$ cat config.mk
export PLATFORM = sky130hd
export DESIGN_NAME = mult_sequencer
export DESIGN_NICKNAME = d
export VERILOG_FILES = /design/src/rtl/mult_sequencer_pkg.sv /design/src/rtl/mult_sequencer_bit_counter.sv /design/src/rtl/mult_sequencer.sv
export SDC_FILE = /design/constraint.sdc
export NUM_CORES = 1
export LEC_CHECK = 0
export CELL_PAD_IN_SITES_DETAIL_PLACEMENT = 0
export CELL_PAD_IN_SITES_GLOBAL_PLACEMENT = 1
export CORE_AREA = 8 8 45 47
export CTS_BUF_LIST = sky130_fd_sc_hd__clkbuf_2 sky130_fd_sc_hd__clkbuf_4 sky130_fd_sc_hd__clkbuf_8
export DETAILED_ROUTE_END_ITERATION = 12
export DIE_AREA = 0 0 53 55
export HOLD_SLACK_MARGIN = 0.05
export PLACE_DENSITY_LB_ADDON = 0.1
export SLEW_MARGIN = 20
export SYNTH_ARGS = -nofsm -noshare
export SYNTH_HDL_FRONTEND = slang
export SYNTH_SLANG_ARGS = --single-unit
$ cat constraint.sdc
create_clock -name clock -period 2.75 [get_ports clock]
set_input_delay 0.4125 -clock clock [delete_from_list [all_inputs] [get_ports clock]]
set_output_delay 0.4125 -clock clock [all_outputs]
set_load 0.01 [all_outputs]
$ cat src/rtl/mult_sequencer_pkg.sv
`default_nettype none
// ============================================================================
// Module : mult_sequencer_pkg
// Brief  : State encoding, strobe bit indices and sizing helper shared by the
//          multiplier sequencer, its datapath and its testbench.
// Rev    : 1.0  initial release
// ============================================================================
package mult_sequencer_pkg;

    localparam int c_STATE_W = 3;

    typedef enum logic [c_STATE_W-1:0] {
        ST_IDLE  = 3'd0,
        ST_LOAD  = 3'd1,
        ST_TEST  = 3'd2,
        ST_ADD   = 3'd3,
        ST_SHIFT = 3'd4,
        ST_DONE  = 3'd5
    } state_e;

    localparam int c_STB_LOAD  = 0;
    localparam int c_STB_ADD   = 1;
    localparam int c_STB_SUB   = 2;
    localparam int c_STB_SHIFT = 3;
    localparam int c_NUM_STB   = 4;

    // Width of a counter that must reach width-1; never narrower than one bit.
    function automatic int cnt_width(input int width);
        return (width > 1) ? $clog2(width) : 1;
    endfunction

endpackage : mult_sequencer_pkg
`default_nettype wire

$ cat src/rtl/mult_sequencer_bit_counter.sv
`default_nettype none
// ============================================================================
// Module : bit_counter
// Brief  : Iteration counter for the multiplier sequencer; saturates at
//          WIDTH-1 and flags the last iteration.
// Rev    : 1.0  initial release
// ============================================================================
module bit_counter
    import mult_sequencer_pkg::*;
#(
    parameter int WIDTH = 4,
    parameter int CNT_W = cnt_width(WIDTH)
) (
    input  logic             clock,
    input  logic             reset,
    input  logic             clr,
    input  logic             inc,
    output logic [CNT_W-1:0] cnt,
    output logic             last
);

    localparam logic [CNT_W-1:0] c_LAST = CNT_W'(WIDTH - 1);

    logic [CNT_W-1:0] cnt_q;
    logic [CNT_W-1:0] cnt_d;

    // Saturating increment keeps the count inside 0..WIDTH-1 even if inc
    // were held on the last iteration.
    always_comb begin
        cnt_d = cnt_q;
        if (clr) begin
            cnt_d = '0;
        end else if (inc && (cnt_q != c_LAST)) begin
            cnt_d = cnt_q + CNT_W'(1);
        end
    end

    always_ff @(posedge clock) begin
        if (reset) begin
            cnt_q <= '0;
        end else begin
            cnt_q <= cnt_d;
        end
    end

    assign cnt  = cnt_q;
    assign last = (cnt_q == c_LAST);

endmodule : bit_counter
`default_nettype wire

$ cat src/rtl/mult_sequencer.sv
`default_nettype none
// ============================================================================
// Module : mult_sequencer
// Brief  : Control FSM for a WIDTH-bit shift-and-add multiplier datapath,
//          unsigned or two's-complement signed.
// Rev    : 1.0  initial release
// ============================================================================
module mult_sequencer
    import mult_sequencer_pkg::*;
#(
    parameter int WIDTH = 4
) (
    input  logic clock,
    input  logic reset,
    input  logic start,
    input  logic mode,
    input  logic abort,
    input  logic mplr_lsb,
    output logic load,
    output logic add_en,
    output logic sub_en,
    output logic shift_en,
    output logic busy,
    output logic done
);

    localparam int               c_CNT_W    = cnt_width(WIDTH);
    localparam logic [c_CNT_W-1:0] c_LAST_CNT = c_CNT_W'(WIDTH - 1);

    state_e               state_q;
    state_e               state_d;
    logic                 mode_q;
    logic                 mode_d;
    logic                 w_cnt_clr;
    logic                 w_cnt_inc;
    logic [c_CNT_W-1:0]   w_cnt;
    logic                 w_last;
    logic                 w_sub_bit;
    logic [c_NUM_STB-1:0] w_strobe;

    bit_counter #(
        .WIDTH (WIDTH),
        .CNT_W (c_CNT_W)
    ) u_bit_counter (
        .clock (clock),
        .reset (reset),
        .clr   (w_cnt_clr),
        .inc   (w_cnt_inc),
        .cnt   (w_cnt),
        .last  (w_last)
    );

    // The multiplier MSB carries negative weight in signed mode.
    assign w_sub_bit = mode_q && (w_cnt == c_LAST_CNT);

    always_comb begin
        state_d   = state_q;
        mode_d    = mode_q;
        w_cnt_clr = 1'b0;
        w_cnt_inc = 1'b0;
        w_strobe  = '0;
        busy      = (state_q != ST_IDLE);
        done      = 1'b0;

        case (state_q)
            ST_IDLE: begin
                if (start) begin
                    state_d = ST_LOAD;
                    mode_d  = mode;
                end
            end
            ST_LOAD: begin
                w_strobe[c_STB_LOAD] = 1'b1;
                w_cnt_clr            = 1'b1;
                state_d              = ST_TEST;
            end
            ST_TEST: begin
                state_d = mplr_lsb ? ST_ADD : ST_SHIFT;
            end
            ST_ADD: begin
                if (w_sub_bit) begin
                    w_strobe[c_STB_SUB] = 1'b1;
                end else begin
                    w_strobe[c_STB_ADD] = 1'b1;
                end
                state_d = ST_SHIFT;
            end
            ST_SHIFT: begin
                w_strobe[c_STB_SHIFT] = 1'b1;
                if (w_last) begin
                    state_d = ST_DONE;
                end else begin
                    w_cnt_inc = 1'b1;
                    state_d   = ST_TEST;
                end
            end
            ST_DONE: begin
                done    = 1'b1;
                state_d = ST_IDLE;
            end
            default: begin
                state_d = ST_IDLE;
            end
        endcase

        // Abort overrides every transition above, including a start in IDLE.
        if (abort) begin
            state_d   = ST_IDLE;
            mode_d    = mode_q;
            w_cnt_clr = 1'b1;
            w_cnt_inc = 1'b0;
        end
    end

    always_ff @(posedge clock) begin
        if (reset) begin
            state_q <= ST_IDLE;
            mode_q  <= 1'b0;
        end else begin
            state_q <= state_d;
            mode_q  <= mode_d;
        end
    end

    assign load     = w_strobe[c_STB_LOAD];
    assign add_en   = w_strobe[c_STB_ADD];
    assign sub_en   = w_strobe[c_STB_SUB];
    assign shift_en = w_strobe[c_STB_SHIFT];

endmodule : mult_sequencer
`default_nettype wire

## Word level (Yosys, flattened, before mapping)

Index checks and enable logic that the tools add are counted.

| storage, ports and cells | value |
|---|---|
| register bits | 6 |
| word-level logic and storage cells | 34 |
| output and inout bits | 6 |
| input bits | 6 |

| operators by class | value |
|---|---|
| add/sub/neg operators | 1 |
| eq/ne operators | 8 |
| mux-type cells | 14 |
| bitwise operators | 1 |
| reduce and logical (&&, ||, !) cells | 7 |

Operators with widths:

| cell | number |
|---|---|
| $pmux W3 S5 | 1 |
| $mux W1 | 9 |
| $mux W3 | 3 |
| $eq A3 B2 Y1 const B | 2 |
| $eq A3 B3 Y1 const B | 2 |
| $ne A2 B2 Y1 const B | 2 |
| $reduce_or A2 Y1 | 2 |
| $eq A3 B1 Y1 const B | 1 |
| $logic_not A3 Y1 | 1 |
| $reduce_and A3 Y1 | 1 |
| $reduce_bool A3 Y1 | 1 |
| $add A2 B1 Y2 const B | 1 |
| $eq A2 B2 Y1 const B | 1 |
| $logic_and A1 B1 Y1 | 2 |
| $mux W2 | 1 |
| $not A1 Y1 | 1 |

## Logic depth before layout (Yosys ltp)

| depth | value |
|---|---|
| depth in word-level cells | 5 |
| gate-level depth with buffers | 5 |

## Cells and area by module

From an unflattened synthesis, not the netlist that was laid out.

| unflattened totals | value |
|---|---|
| cell total of the unflattened synthesis | 48 |
| area, all modules | 391.6 µm² |

By module, submodules not included:

| module | cells an instance | area each (µm²) | sequential area each (µm²) | instances |
|---|---|---|---|---|
| mult_sequencer | 40 | 286.5 | 80.1 | 1 |
| bit_counter | 8 | 105.1 | 40.0 | 1 |

## Least setup slack after synthesis

No wires, ideal clock.

| timing path | value |
|---|---|
| kind | reg-to-output |
| from | register state_q[0] |
| to | output port load |
| cell stages (with the launch flop) | 4 |
| path buffers | 1 |
| arrival time | 1.031 ns |
| data required time | 2.338 ns |
| setup slack | 1.306 ns |
| cells stage by stage | dfxtp_1 buf_2 or3b_2 inv_1 |

| between the ends | value |
|---|---|
| longest elaborated chain between the ends | 2 |

Ends and longest elaborated chain:

| what | RTL line | RTL |
|---|---|---|
| start, declared | mult_sequencer.sv:30 | `state_e state_q;` |
| start signal, assigned | mult_sequencer.sv:120 | `state_q <= state_d;` |
| $eq A3 B1 Y1 | mult_sequencer.sv:65 | `case (state_q)` |
| $mux W1 | mult_sequencer.sv:65 |  |
| end, declared | mult_sequencer.sv:19 | `output logic load,` |

Every way passes these cells.

## Worst setup path after layout

Ends and elaborated chain as after synthesis.

==> metrics.md <==
| Metric | Value |
|---|---|
| Status | `finished clean` |
| Final Hold Viols | `0` |
| Maximum clock path buffer count | `2` |
| Clock slew at reported path FFs | `50 ps` |
| Post-CTS setup buffer count | `0` |
| WL met1 | `about 430 um` |
| Starting density of the core | `0.267` |
| Syn Area/Cell | `7.38 sq um` |
| FILL cells | `about 150` |
| Die Y | `between 50 and 60 um` |
| Reg2Reg Depth | `3` |
| First-pass GRT wire length | `around 1400 um` |
| GRT Residual Overflow | `0` |
| Mapped cell area | `roughly 370 sq um` |
| RR Startpoint | `state_q[0]$_SDFFE_PP0P_` |
| CP required | `2340 ps` |
| Final hold slack | `478 ps` |
| Leak pwr | `0.188 nW` |
| H-Tree Depth | `1` |
| Routed WL | `882 um` |
| Synth cell types | `24` |
| Initial antenna violation count | `0` |
| Hold Startpoint | `u_bit_counter.cnt[1]$_SDFFE_PP0P_` |
| Area share of the largest cell type after synthesis | `0.325` |
| Routed WL per cell | `11.5 um` |
| CP startpoint | `state_q[0]$_SDFFE_PP0P_` |
| Synth area leader | `dfxtp_1` |
| Syn Nets | `57` |
| Area of the die | `2920 sq um` |
| Worst slew margin | `0.776` |
| Hold crit path type | `reg2reg` |
| FP Rows | `14` |
| N_diodes | `0` |
| CTS buffer count | `3` |
| Register Area | `120 sq um` |
| Area of the multi-input gates | `approximately 220 sq um` |
| Pin count of the biggest net entering global routing | `13` |
| Worst skew pair latency | `240 ps` |
| Ys Warns | `0` |
| Final Setup Violations | `0` |
| Area growth syn-to-layout | `37.6%` |
| Post-DR vias/cell | `just under 5` |
| Number of top-level pins | `12` |
| Worst vdd ir | `0.140 mV` |
| DRC | `0` |
| Crit Path Class | `reg2out` |
| CTS Hold Buffers Added | `0` |
| Initial DRC count | `4` |
| WL met3 | `58 um` |
| Clock sink total | `6` |
| CTS root buf | `clkbuf_4` |
| Top Metal Used | `met3` |
| RSZ-0062 raised after global routing | `no` |
| 1st-pass router iterations | `4` |
| Vias | `377` |
| CTS tree | `yes` |
| Critical path endpoint category | `primary output` |
| Layout cell share with drive strength beyond 1 | `0.0984` |
| Sequential area share after synthesis | `0.325` |
| # Max-Cap Violations | `0` |
| Slowest cell on crit path | `clkdlybuf4s50_1` |
| Worst-Margin Slew | `335 ps` |
| RePlAce Congestion | `approximately 0.66` |
| CP arrival | `1840 ps` |
| # port buffers | `11` |
| Setup TNS | `0 ps` |
| Fmax | `about 440 MHz` |
| CP startpoint kind | `flip-flop` |
| Pwr/cell area | `389 nW/um^2` |
| Fin. max-slew vios | `0` |
| Antenna viol nets, final | `0` |
| DP Wirelength | `690 um` |
| Synth top area cells | `dfxtp_1 33%, a21oi_1 8.1%, nor2_1 6.1%` |
| Die Width | `between 50 and 60 um` |
| Final net count | `70` |
| WHS Path Cells | `2` |
| Final period utilization | `0.819` |
| Syn Inst Count | `50` |
| Resize count post-CTS | `0` |
| Clock Skew | `2.34 ps` |
| Vias in the first global route | `331` |
| Crit-path max FO | `11` |
| Wire length on met2 | `398 um` |
| Final min period | `around 2300 ps` |
| Seq cells post-synth | `6` |
| CP Cell Sequence | `or3b_2 > inv_1 > clkdlybuf4s50_1` |
| Core Region | `1380 sq um` |
| Max incr delay on CP | `about 530 ps` |
| GRT Util Overall | `0.0679` |
## state kept, by name, indices dropped and copies added, names as in the netlist
| signal | cells |
|---|---|
| mode_q | 1 |
| state_q | 3 |
| u_bit_counter.cnt | 2 |
## power breakdown
part           switching, mW  total [mW]  internal [mW]  leakage [nW]
clock                 0.0324      0.0819         0.0494        0.0138
sequential           0.00288      0.0918         0.0889        0.0486
combinational        0.00926      0.0240         0.0147         0.126
## through the flow
stage / util / std cells / cell area (sq um) / total power, mW / setup WS (ps)
floorplan: - / 50 / 369 / 0.104 / 1310
global placement: 0.351 / 74 / 485 / 0.118 / 778
detailed placement: 0.351 / 74 / 485 / 0.118 / 766
CTS: 0.367 / 77 / 508 / 0.203 / 494
global route: 0.367 / 77 / 508 / 0.214 / 428
finish: 0.367 / 77 / 508 / 0.198 / 499
## critical path: cells and delay by family (launching register included)
family                 cells  cell delay, ps
buffers and inverters      2             600
DFF                        1             490
and+or+nand+nor            1             510
## area by class of cell
| type | instances | share of cell area |
|---|---|---|
| multi-input cells | 37 | 0.433 |
| flip-flops and latches | 6 | 0.236 |
| repair buffers | 11 | 0.217 |
| clock buffers | 3 | 0.0443 |
| well taps | 16 | 0.0394 |
| inverters | 4 | 0.0296 |
## layout by cell type, fill, tap and decap left out, drive strengths merged, types with 3 or more instances in the layout
master	count
nand3	3
inv	4
clkdlybuf4s50	11
dfxtp	6
nor2	6
a21oi	6
nand2b	3
clkbuf	3
nand2	3
## path summary, 6_finish.rpt
path              slack, ps                                 to
hold / removal          480  u_bit_counter.cnt[1]$_SDFFE_PP0P_
hold reg to reg         480  u_bit_counter.cnt[1]$_SDFFE_PP0P_
setup / recovery        500                               load
setup reg to reg       1400                mode_q$_SDFFE_PP0P_
## synthesized netlist by cell type
master	n
a21oi_1	6
o31ai_1	2
or4_1	1
nand2_1	3
inv_1	3
clkbuf_1	1
nor4b_1	1
o21ai_0	2
nor2b_1	1
nand2b_1	3
a32oi_1	1
nor3_1	1
or3b_2	1
ha_1	1
inv_2	1
or3_4	1
nand3b_1	1
dfxtp_1	6
or3b_1	1
buf_2	2
a31oi_1	1
nor2_1	6
nand3_1	3
or3_1	1
## kinds of logic (layout without fill, tap and decap cells)
logic type	Yosys count	after routing	share of synthesized area
AO/OA/AOI/OAI	12	12	0.190
adder cells (fa/ha/maj)	1	1	0.0339
buffers and inverters	7	18	0.0779
flip-flops	6	6	0.325
AND/OR/NAND/NOR	24	24	0.373
## routing by layer
metal | track usage | up-vias
met5 | 0 | -
met4 | 0.0517 | 0
met3 | 0.0348 | 0
met2 | 0.0996 | 8
met1 | 0.0733 | 168
li1 | - | 201
No activity file was read; power rests on OpenSTA's default activity.
